`src/rtl/uart_loader.sv`:
```
// uart_loader: 8N1 UART receiver feeding a program-image loader that writes
// little-endian packed words to a RAM write port and holds the CPU in reset
// while an image is in flight.
// Optional feature: define UART_LOADER_CHECKSUM_EN to require a trailing
// mod-256 checksum byte after the data words.
module uart_loader #(
    parameter int unsigned CLK_HZ        = 40000000,
    parameter int unsigned SCLK_HZ       = 115200,
    parameter int unsigned COUNTER_WIDTH = 9,
    parameter int unsigned WIDTH_D       = 32,
    parameter int unsigned DEPTH_A       = 10
) (
    input  logic               clk,
    input  logic               reset_n,
    input  logic               uart_rxd,
    output logic               mem_we,
    output logic [DEPTH_A-1:0] mem_addr,
    output logic [WIDTH_D-1:0] mem_d,
    output logic               cpu_reset,
    output logic               done,
    output logic               error
);
    localparam int unsigned BIT    = CLK_HZ / SCLK_HZ;
    localparam int unsigned BPW    = WIDTH_D / 8;
    localparam int unsigned LANE_W = (BPW > 1) ? $clog2(BPW) : 1;
    localparam logic [COUNTER_WIDTH-1:0] CNT_FULL  = COUNTER_WIDTH'(BIT - 1);
    localparam logic [COUNTER_WIDTH-1:0] CNT_HALF  = COUNTER_WIDTH'(BIT / 2 - 1);
    localparam logic [LANE_W-1:0]        LANE_LAST = LANE_W'(BPW - 1);

    typedef enum logic [1:0] {R_IDLE, R_START, R_DATA, R_STOP} rx_state_t;
    typedef enum logic [2:0] {L_HDR0, L_HDR1, L_DATA, L_CHK, L_FIN} ld_state_t;

    logic                     rxd_s1_q, rxd_s2_q, rxd_prev_q;
    rx_state_t                rx_state_q, rx_state_d;
    logic [COUNTER_WIDTH-1:0] cnt_q, cnt_d;
    logic [2:0]               bit_idx_q, bit_idx_d;
    logic [7:0]               shreg_q, shreg_d;
    logic                     byte_valid_c, frame_err_c;

    ld_state_t                ld_state_q, ld_state_d;
    logic [DEPTH_A-1:0]       addr_q, addr_d;
    logic [LANE_W-1:0]        lane_q, lane_d;
    logic [15:0]              words_left_q, words_left_d;
    logic [7:0]               n_lo_q, n_lo_d;
    logic [WIDTH_D-1:0]       word_q, word_d;
    logic                     mem_we_q, mem_we_d;
    logic [DEPTH_A-1:0]       mem_addr_q, mem_addr_d;
    logic [WIDTH_D-1:0]       mem_d_q, mem_d_d;
    logic                     cpu_reset_q, cpu_reset_d;
    logic                     done_q, done_d;
    logic                     error_q, error_d;
`ifdef UART_LOADER_CHECKSUM_EN
    logic [7:0]               sum_q, sum_d;
`endif

    // Two-flop synchronizer plus one delayed copy for start-edge detection
    always_ff @(posedge clk or negedge reset_n) begin
        if (!reset_n) begin
            rxd_s1_q   <= 1'b1;
            rxd_s2_q   <= 1'b1;
            rxd_prev_q <= 1'b1;
        end else begin
            rxd_s1_q   <= uart_rxd;
            rxd_s2_q   <= rxd_s1_q;
            rxd_prev_q <= rxd_s2_q;
        end
    end

    // Receiver and loader state registers
    always_ff @(posedge clk or negedge reset_n) begin
        if (!reset_n) begin
            rx_state_q   <= R_IDLE;
            cnt_q        <= '0;
            bit_idx_q    <= '0;
            shreg_q      <= '0;
            ld_state_q   <= L_HDR0;
            addr_q       <= '0;
            lane_q       <= '0;
            words_left_q <= '0;
            n_lo_q       <= '0;
            word_q       <= '0;
            mem_we_q     <= 1'b0;
            mem_addr_q   <= '0;
            mem_d_q      <= '0;
            cpu_reset_q  <= 1'b0;
            done_q       <= 1'b0;
            error_q      <= 1'b0;
`ifdef UART_LOADER_CHECKSUM_EN
            sum_q        <= '0;
`endif
        end else begin
            rx_state_q   <= rx_state_d;
            cnt_q        <= cnt_d;
            bit_idx_q    <= bit_idx_d;
            shreg_q      <= shreg_d;
            ld_state_q   <= ld_state_d;
            addr_q       <= addr_d;
            lane_q       <= lane_d;
            words_left_q <= words_left_d;
            n_lo_q       <= n_lo_d;
            word_q       <= word_d;
            mem_we_q     <= mem_we_d;
            mem_addr_q   <= mem_addr_d;
            mem_d_q      <= mem_d_d;
            cpu_reset_q  <= cpu_reset_d;
            done_q       <= done_d;
            error_q      <= error_d;
`ifdef UART_LOADER_CHECKSUM_EN
            sum_q        <= sum_d;
`endif
        end
    end

    // 8N1 receiver: mid-bit sampling; requires a 1->0 edge, so a held-low line is ignored
    always_comb begin
        rx_state_d   = rx_state_q;
        cnt_d        = cnt_q;
        bit_idx_d    = bit_idx_q;
        shreg_d      = shreg_q;
        byte_valid_c = 1'b0;
        frame_err_c  = 1'b0;
        unique case (rx_state_q)
            R_IDLE: begin
                if (rxd_prev_q && !rxd_s2_q) begin
                    rx_state_d = R_START;
                    cnt_d      = CNT_HALF;
                end
            end
            R_START: begin
                if (cnt_q == '0) begin
                    if (!rxd_s2_q) begin
                        rx_state_d = R_DATA;
                        cnt_d      = CNT_FULL;
                        bit_idx_d  = '0;
                    end else begin
                        rx_state_d = R_IDLE;
                    end
                end else begin
                    cnt_d = cnt_q - COUNTER_WIDTH'(1);
                end
            end
            R_DATA: begin
                if (cnt_q == '0) begin
                    shreg_d = {rxd_s2_q, shreg_q[7:1]};
                    cnt_d   = CNT_FULL;
                    if (bit_idx_q == 3'd7) begin
                        rx_state_d = R_STOP;
                    end else begin
                        bit_idx_d = bit_idx_q + 3'd1;
                    end
                end else begin
                    cnt_d = cnt_q - COUNTER_WIDTH'(1);
                end
            end
            R_STOP: begin
                if (cnt_q == '0) begin
                    byte_valid_c = rxd_s2_q;
                    frame_err_c  = !rxd_s2_q;
                    rx_state_d   = R_IDLE;
                end else begin
                    cnt_d = cnt_q - COUNTER_WIDTH'(1);
                end
            end
            default: rx_state_d = R_IDLE;
        endcase
    end

    // Loader: header parse, lane packing, write strobe, completion and error handling
    always_comb begin
        ld_state_d   = ld_state_q;
        addr_d       = addr_q;
        lane_d       = lane_q;
        words_left_d = words_left_q;
        n_lo_d       = n_lo_q;
        word_d       = word_q;
        mem_we_d     = 1'b0;
        mem_addr_d   = mem_addr_q;
        mem_d_d      = mem_d_q;
        cpu_reset_d  = cpu_reset_q;
        done_d       = 1'b0;
        error_d      = error_q;
`ifdef UART_LOADER_CHECKSUM_EN
        sum_d        = sum_q;
`endif
        unique case (ld_state_q)
            L_HDR0: begin
                if (byte_valid_c) begin
                    n_lo_d      = shreg_q;
                    cpu_reset_d = 1'b1;
                    error_d     = 1'b0;
                    addr_d      = '0;
                    lane_d      = '0;
`ifdef UART_LOADER_CHECKSUM_EN
                    sum_d       = '0;
`endif
                    ld_state_d  = L_HDR1;
                end
            end
            L_HDR1: begin
                if (byte_valid_c) begin
                    if ({shreg_q, n_lo_q} == 16'd0) begin
                        done_d      = 1'b1;
                        cpu_reset_d = 1'b0;
                        ld_state_d  = L_HDR0;
                    end else begin
                        words_left_d = {shreg_q, n_lo_q};
                        ld_state_d   = L_DATA;
                    end
                end
            end
            L_DATA: begin
                if (byte_valid_c) begin
                    word_d[{lane_q, 3'b000} +: 8] = shreg_q;
`ifdef UART_LOADER_CHECKSUM_EN
                    sum_d = sum_q + shreg_q;
`endif
                    if (lane_q == LANE_LAST) begin
                        mem_we_d     = 1'b1;
                        mem_addr_d   = addr_q;
                        mem_d_d      = word_d;
                        addr_d       = addr_q + DEPTH_A'(1);
                        lane_d       = '0;
                        words_left_d = words_left_q - 16'd1;
                        if (words_left_q == 16'd1) begin
`ifdef UART_LOADER_CHECKSUM_EN
                            ld_state_d = L_CHK;
`else
                            ld_state_d = L_FIN;
`endif
                        end
                    end else begin
                        lane_d = lane_q + LANE_W'(1);
                    end
                end
            end
            L_CHK: begin
`ifdef UART_LOADER_CHECKSUM_EN
                if (byte_valid_c) begin
                    if (shreg_q == sum_q) begin
                        ld_state_d = L_FIN;
                    end else begin
                        error_d     = 1'b1;
                        cpu_reset_d = 1'b0;
                        ld_state_d  = L_HDR0;
                    end
                end
`else
                ld_state_d = L_HDR0;
`endif
            end
            L_FIN: begin
                done_d      = 1'b1;
                cpu_reset_d = 1'b0;
                ld_state_d  = L_HDR0;
            end
            default: ld_state_d = L_HDR0;
        endcase
        // A framing error discards the byte and abandons the image
        if (frame_err_c) begin
            error_d     = 1'b1;
            cpu_reset_d = 1'b0;
            ld_state_d  = L_HDR0;
        end
    end

    assign mem_we    = mem_we_q;
    assign mem_addr  = mem_addr_q;
    assign mem_d     = mem_d_q;
    assign cpu_reset = cpu_reset_q;
    assign done      = done_q;
    assign error     = error_q;

endmodule

```
`config.mk`:
```
export PLATFORM = sky130hd
export DESIGN_NAME = uart_loader
export DESIGN_NICKNAME = d
export VERILOG_FILES = /design/src/rtl/uart_loader.sv
export SDC_FILE = /design/constraint.sdc
export NUM_CORES = 1
export LEC_CHECK = 0
export CAP_MARGIN = 20
export CORE_ASPECT_RATIO = 1.75
export CORE_UTILIZATION = 45
export DETAILED_ROUTE_END_ITERATION = 10
export PLACE_DENSITY = 0.71
export SYNTH_ARGS = -nofsm -noshare
export SYNTH_HDL_FRONTEND = slang
export SYNTH_SLANG_ARGS = --single-unit
```
`constraint.sdc`:
```
create_clock -name clk -period 2.3 [get_ports clk]
set_input_delay 0.46 -clock clk [delete_from_list [all_inputs] [get_ports clk]]
set_output_delay 0.46 -clock clk [all_outputs]
set_load 0.01 [all_outputs]
```
==> results.py, run 1 <==
metrics = {
    "floorplan": {
        "core_sq_um": 14900,
        "dieArea_sq_um": 15800,
        "rows": 59,
        "pin_count": 49,
        "die_h_um": 166,
        "die_w_um": 95.5,
        "start_util_pct": 46.1,
    },
    "clocking": {
        "path_clk_slew_ps": 70,
        "post_cts_buffers": 0,
        "clock-sinks": 142,
        "clock_latency_ps": 430,
        "tritoncts": "done",
        "cts_buffers": 17,
        "htreeDepth": 4,
        "clk_path_buf_depth": 2,
        "root_buffer": "clkbuf_16",
    },
    "synthesis": {
        "async_flop_share_pct": 100,
        "postSynthCellCount": 734,
        "avgSynthCellArea_sq_um": 9.38,
        "synthXorXnorAreaFrac_pct": 0.509,
        "synth-compound-area-share_pct": 14.4,
        "synth_mux_area_share_pct": 4.07,
        "ys_seq_area_share_pct": 51.7,
        "synthAdderAreaFrac_pct": 3.09,
        "synth_fp_nets": 754,
        "netlist_area_sq_um": 6880,
        "synth_ff_type": "dfrtp_1",
        "synth_edf_count": 0,
        "yosys.area_share.simple_pct": 22.8,
        "yosys_warnings": 0,
        "synthDistinctLibCells": 61,
        "yosys_register_bits": 142,
        "synth_top_family_by_area": "simple AND/OR/NAND/NOR gates",
    },
    "detailed_routing": {
        "ant_nets": 0,
        "finalWirelength_mm": 17.3,
        "avgViaCountPerCell": 5.71,
        "wl_per_cell_um": 17.2,
        "via_count": 5745,
        "drcViolationCount": 0,
        "drt_iter0_drc": 280,
        "firstDrtPassIters": 5,
    },
    "finish": {
        "seq_area_sq_um": 3560,
        "fin_nets": 831,
        "antenna_cells": 0,
        "instances_no_fill": 1007,
        "area_growth_syn_to_layout_pct": 23.4,
        "final_common_cell": "nand2_1",
        "fillers": 1297,
        "multi_input_area_sq_um": 3120,
        "drive_above_1_share_pct": 15.4,
        "mostFrequentLayoutCells": "nand2_1 (169), dfrtp_1 (137), o21ai_0 (64)",
    },
    "power": {
        "leakagePower_nw": 3.95,
        "ir_drop_mv": 0.581,
        "power_density_nw_per_um2": 790,
    },
    "setup_path": {
        "worst-setup-path-type": "register to register",
        "worstSetupEndpointType": "register",
        "reg2reg_depth": 6,
        "cp.required_ps": 2650,
        "path_cells": "inv_1 -> ha_4 -> or4b_4 -> or4_4 -> or3_4 -> a21oi_2",
        "cpMaxStageDelayCell": "or4b_4",
        "critPathMaxFanout": 5,
        "start_kind": "register",
        "critPathMaxStageDelay_ps": 520,
        "arrival_ps": 2610,
    },
    "placed_design": {
        "preCtsSetupSlack_ps": -20.4,
        "gp_congestion": 0.853,
        "placedCellCount": 974,
        "post-dp-hpwl_mm": 11.9,
        "portBuffers": 48,
    },
    "hold_path": {
        "hp-class": "register to register",
        "hold_depth": 0,
    },
    "grt": {
        "grt_pass1_wl_mm": 28.4,
        "met3_usage_pct": 4.30,
        "top_usage_layer": "met2",
        "grtUsageMet1_pct": 27.0,
        "grt_pass1_vias": 5783,
        "gr-total-overflow": 0,
        "grt_max_degree": 52,
        "grtUsageMet2_pct": 41.4,
        "antenna_found_initial": 0,
        "grt_use_total_pct": 23.5,
    },
    "sta": {
        "period_needed_ps": 2250,
        "rsz0062_at_grt": "true",
        "slew_headroom_pct": 61.8,
        "tightest_slew_ps": 567,
        "fin_crit_sh_pct": 98.0,
        "max_freq_mhz": 444,
        "clock-skew-final_ps": 11.1,
        "fin_ws_ps": 45.3,
        "maxSlewViolCount": 0,
        "setup_viol": 0,
        "finalHoldViolCount": 0,
    },
    "outcome": {
        "status": "completed",
    },
    "run": {
        "maxCapViolations": 0,
    },
}
worst paths after layout:
path	startpoint	slack, ps	end
max	cnt_q[1]$_DFFE_PN0P_	50	addr_q[3]$_DFFE_PN0P_
min	rxd_s1_q$_DFF_PN1_	360	rxd_s2_q$_DFF_PN1_
max reg2reg	cnt_q[1]$_DFFE_PN0P_	50	addr_q[3]$_DFFE_PN0P_
min reg2reg	rxd_s1_q$_DFF_PN1_	360	rxd_s2_q$_DFF_PN1_
max in group asynchronous	reset_n	1100	rxd_s1_q$_DFF_PN1_
min in group asynchronous	reset_n	540	words_left_q[6]$_DFFE_PN0P_
cells by family (layout without fill, tap and decap cells):
kind of cell    count (synthesis)  count (layout)
buf+inv                        56             146
mux                            25              25
compound gates                173             173
simple gates                  317             317
fa+ha+maj                      17              17
xor+xnor                        4               4
flops                         142             142
registers in the layout, indices dropped and copies added, names as in the netlist, named ones only:
signal / count
addr_q: 10
rxd_s1_q: 1
bit_idx_q: 3
lane_q: 2
ld_state_q: 3
word_q: 32
cpu_reset: 1
mem_d: 32
rx_state_q: 1
shreg_q: 8
words_left_q: 16
n_lo_q: 8
cnt_q: 9
done: 1
rxd_prev_q: 1
error: 1
mem_we: 1
mem_addr: 10
rxd_s2_q: 1
where the power goes:
group          internal (W)  switching (W)
registers           0.00262       0.000137
clock network       0.00158        0.00122
logic              0.000465       0.000680
final cells by class:
cell class                 instances  share of cell area, %
timing repair buffer              95                   10.7
tap                              183                   2.70
clock buffer                      18                   5.17
inverter                          19                  0.840
sequential                       142                   41.9
clock inverter                    14                   1.90
multi-input combinational        536                   36.8
through the flow:
| step | TNS, ps | cell area, sq um | hold slack, ps | utilization (%) | total power, W |
|---|---|---|---|---|---|
| after floorplan | 0 | 6890 | 164 | - | 0.00350 |
| after global placement | 0 | 7860 | 350 | 52.7 | 0.00385 |
| after detailed placement | -26.2 | 7860 | 347 | 52.7 | 0.00389 |
| after CTS | 0 | 8470 | 357 | 56.8 | 0.00671 |
| after global routing | -28.8 | 8490 | 363 | 57.0 | 0.00699 |
| final | 0 | 8490 | 357 | 57.0 | 0.00671 |
metal layers:
layer	vias to the layer above	part of all wire, %
met5	-	0
met3	40	3.5
met1	2834	39
met2	164	54
met4	0	3.5
li1	2707	-
worst max-delay path: cells and delay by family (launching register included):
kind | cells | cell delay (ps)
AO/OA/AOI/OAI | 1 | 140
adder cells (fa/ha/maj) | 1 | 170
buffers and inverters | 1 | 110
flip-flops | 1 | 380
AND/OR/NAND/NOR | 3 | 1390
synth_stat cells, drive strengths merged (2+ instances only):
master,number,area [sq um]
a211oi,3,22.5
a21o,3,22.5
a21oi,57,285
a22o,3,26.3
a31oi,8,50.1
and2,6,42.5
and4,2,17.5
buf,10,62.6
clkbuf,27,101
dfrtp,139,3480
dfstp,3,78.8
ha,17,213
inv,19,71.3
mux2,24,270
nand2,170,641
nand2b,4,25.0
nand3,28,140
nand4,6,43.8
nor2,21,78.8
nor2b,32,200
nor3,8,45.0
nor3b,3,22.5
nor4,12,111
nor4b,3,26.3
o211ai,7,52.6
o21ai,69,345
o22ai,2,12.5
o2bb2ai,6,52.6
o31ai,8,60.1
o41ai,2,17.5
or2,3,18.8
or3,9,57.6
or4,4,41.3
or4b,2,23.8
xnor2,2,17.5
xor2,2,17.5
timing repair:
item                                   CTS  global route
gates cloned                             0             0
endpoints found under the hold margin   42             0
setup endpoints to repair                6            60
hold buffers                             1             0
pin swaps                                2             2
resized for setup                        0             8
Power figures use the tool's default switching activity.
==> run 2: changes to the inputs <==
Settings changed: PLACE_DENSITY 0.71 to 0.69.
Clock period 2.3 ns to 2.5 ns, I/O delays scaled along.
==> results.py, run 2 (synthesis gave the netlist of run 1 again) <==
metrics = {
    "grt": {
        "grt_use_total_pct": 23.5,
        "grt_pass1_vias": 5788,
        "grt_max_degree": 61,
        "grt_pass1_wl_mm": 28.4,
        "antenna_found_initial": 0,
        "gr-total-overflow": 0,
    },
    "finish": {
        "fin_nets": 826,
        "multi_input_area_sq_um": 3110,
        "area_growth_syn_to_layout_pct": 21.5,
        "fillers": 1316,
        "mostFrequentLayoutCells": "nand2_1 (169), dfrtp_1 (139), o21ai_0 (65)",
        "antenna_cells": 0,
        "drive_above_1_share_pct": 14.5,
        "seq_area_sq_um": 3560,
        "final_common_cell": "nand2_1",
    },
    "sta": {
        "fin_crit_sh_pct": 95.0,
        "tns_ps": 0,
        "tightest_slew_ps": 537,
        "rsz0062_at_grt": "false",
        "max_freq_mhz": 421,
        "worst_hold_slack_ps": 4.88,
        "slew_headroom_pct": 63.9,
        "maxSlewViolCount": 0,
        "finalHoldViolCount": 0,
        "clock-skew-final_ps": 6.97,
        "setup_viol": 0,
        "period_needed_ps": 2380,
    },
    "floorplan": {
        "core_sq_um": 14900,
        "start_util_pct": 46.1,
        "pin_count": 49,
        "die_h_um": 166,
        "rows": 59,
        "dieArea_sq_um": 15800,
        "die_w_um": 95.5,
    },
    "power": {
        "total_power_w": 0.00599,
        "power_density_nw_per_um2": 716,
        "ir_drop_mv": 0.520,
        "leakagePower_nw": 3.89,
    },
    "detailed_routing": {
        "firstDrtPassIters": 5,
        "wl_per_cell_um": 17.3,
        "ant_nets": 0,
        "finalWirelength_mm": 17.4,
        "avgViaCountPerCell": 5.67,
        "via_count": 5685,
        "drcViolationCount": 0,
        "drt_iter0_drc": 303,
    },
    "setup_path": {
        "path_cells": "inv_1 -> ha_2 -> or4b_4 -> or4_4 -> or3_1 -> a21oi_1",
        "critPathMaxStageDelay_ps": 570,
        "cpMaxStageDelayCell": "or4_4",
        "worst-setup-path-type": "register to register",
        "start_kind": "register",
        "worstSetupEndpointType": "register",
        "critPathMaxFanout": 6,
        "arrival_ps": 2710,
        "cp.required_ps": 2840,
    },
    "run": {
        "maxCapViolations": 0,
    },
    "clocking": {
        "htreeDepth": 4,
        "clock_latency_ps": 410,
        "path_clk_slew_ps": 60,
        "tritoncts": "done",
        "cts_buffers": 17,
        "root_buffer": "clkbuf_16",
        "clk_path_buf_depth": 2,
        "clock-sinks": 142,
    },
    "placed_design": {
        "gp_congestion": 0.894,
        "post-dp-hpwl_mm": 12.1,
        "portBuffers": 48,
    },
    "outcome": {
        "status": "completed",
    },
    "hold_path": {
        "hp-class": "primary input to async pin",
    },
}
## run 2: changes by cell type in the layout (fill, tap and decap cells not counted), moves of 2 or more
cell,delta
dfrtp_2,-2
clkinv_2,+2
inv_8,-7
clkinvlp_4,+3
buf_12,-4
dfrtp_1,+2
## run 2: critical path: cells and delay by family (launching register included)
family,cells,cell delay (ps)
simple gates,3,1470
buf+inv,1,70
compound gates,1,160
flops,1,400
fa+ha+maj,1,200
## run 2: final timing paths
kind	startpoint	to	slack, ps	cells past startpoint
min in group clk	rxd_s1_q$_DFF_PN1_	rxd_s2_q$_DFF_PN1_	360	0
hold / removal	reset_n	words_left_q[9]$_DFFE_PN0P_	5	1
setup / recovery	cnt_q[1]$_DFFE_PN0P_	addr_q[4]$_DFFE_PN0P_	120	6
setup reg to reg	cnt_q[1]$_DFFE_PN0P_	addr_q[4]$_DFFE_PN0P_	120	6
hold reg to reg	rxd_s1_q$_DFF_PN1_	rxd_s2_q$_DFF_PN1_	360	0
max in group asynchronous	reset_n	shreg_q[3]$_DFFE_PN0P_	1790	2
## run 2: cell type report
cell class / instances / share of cell area [%]
flip-flops and latches: 142 / 42.6
inverters: 19 / 0.853
repair buffers: 90 / 9.84
well taps: 183 / 2.74
clock inverters: 14 / 1.59
clock buffers: 18 / 5.25
multi-input cells: 536 / 37.2
## run 2: report_power, final
group	internal (W)	leakage, nW	total [W]	switching [W]
logic	0.000396	1.66	0.00101	0.000616
registers	0.00241	1.96	0.00253	0.000121
clock network	0.00141	0.274	0.00245	0.00104
## run 2: routing by layer
metal	global-route usage, %	vias up	part of all wire [%]	wire (um)
met5	0	-	0	0
met4	9.97	0	2.6	445
met3	3.80	40	3.9	675
met2	41.4	173	54	9320
met1	27.7	2786	40	6930
li1	-	2686	-	-
## run 2: what timing repair did
action	4_1_cts	5_1_grt
setup endpoints to repair	0	28
hold endpoints to repair	0	0
resized for setup	0	3
buffers inserted	0	1
hold buffers	0	0
## run 2: stage by stage
| step | instances | instance area [sq um] | util (%) | setup slack, ps |
|---|---|---|---|---|
| 2_1_floorplan | 734 | 6880 | - | 197 |
| 3_3_place_gp | 969 | 7770 | 52.1 | 169 |
| 3_5_place_dp | 969 | 7770 | 52.1 | 64.9 |
| 4_1_cts | 1001 | 8340 | 55.9 | 15.1 |
| 5_1_grt | 1002 | 8360 | 56.0 | 13.1 |
| 6_report | 1002 | 8360 | 56.0 | 125 |
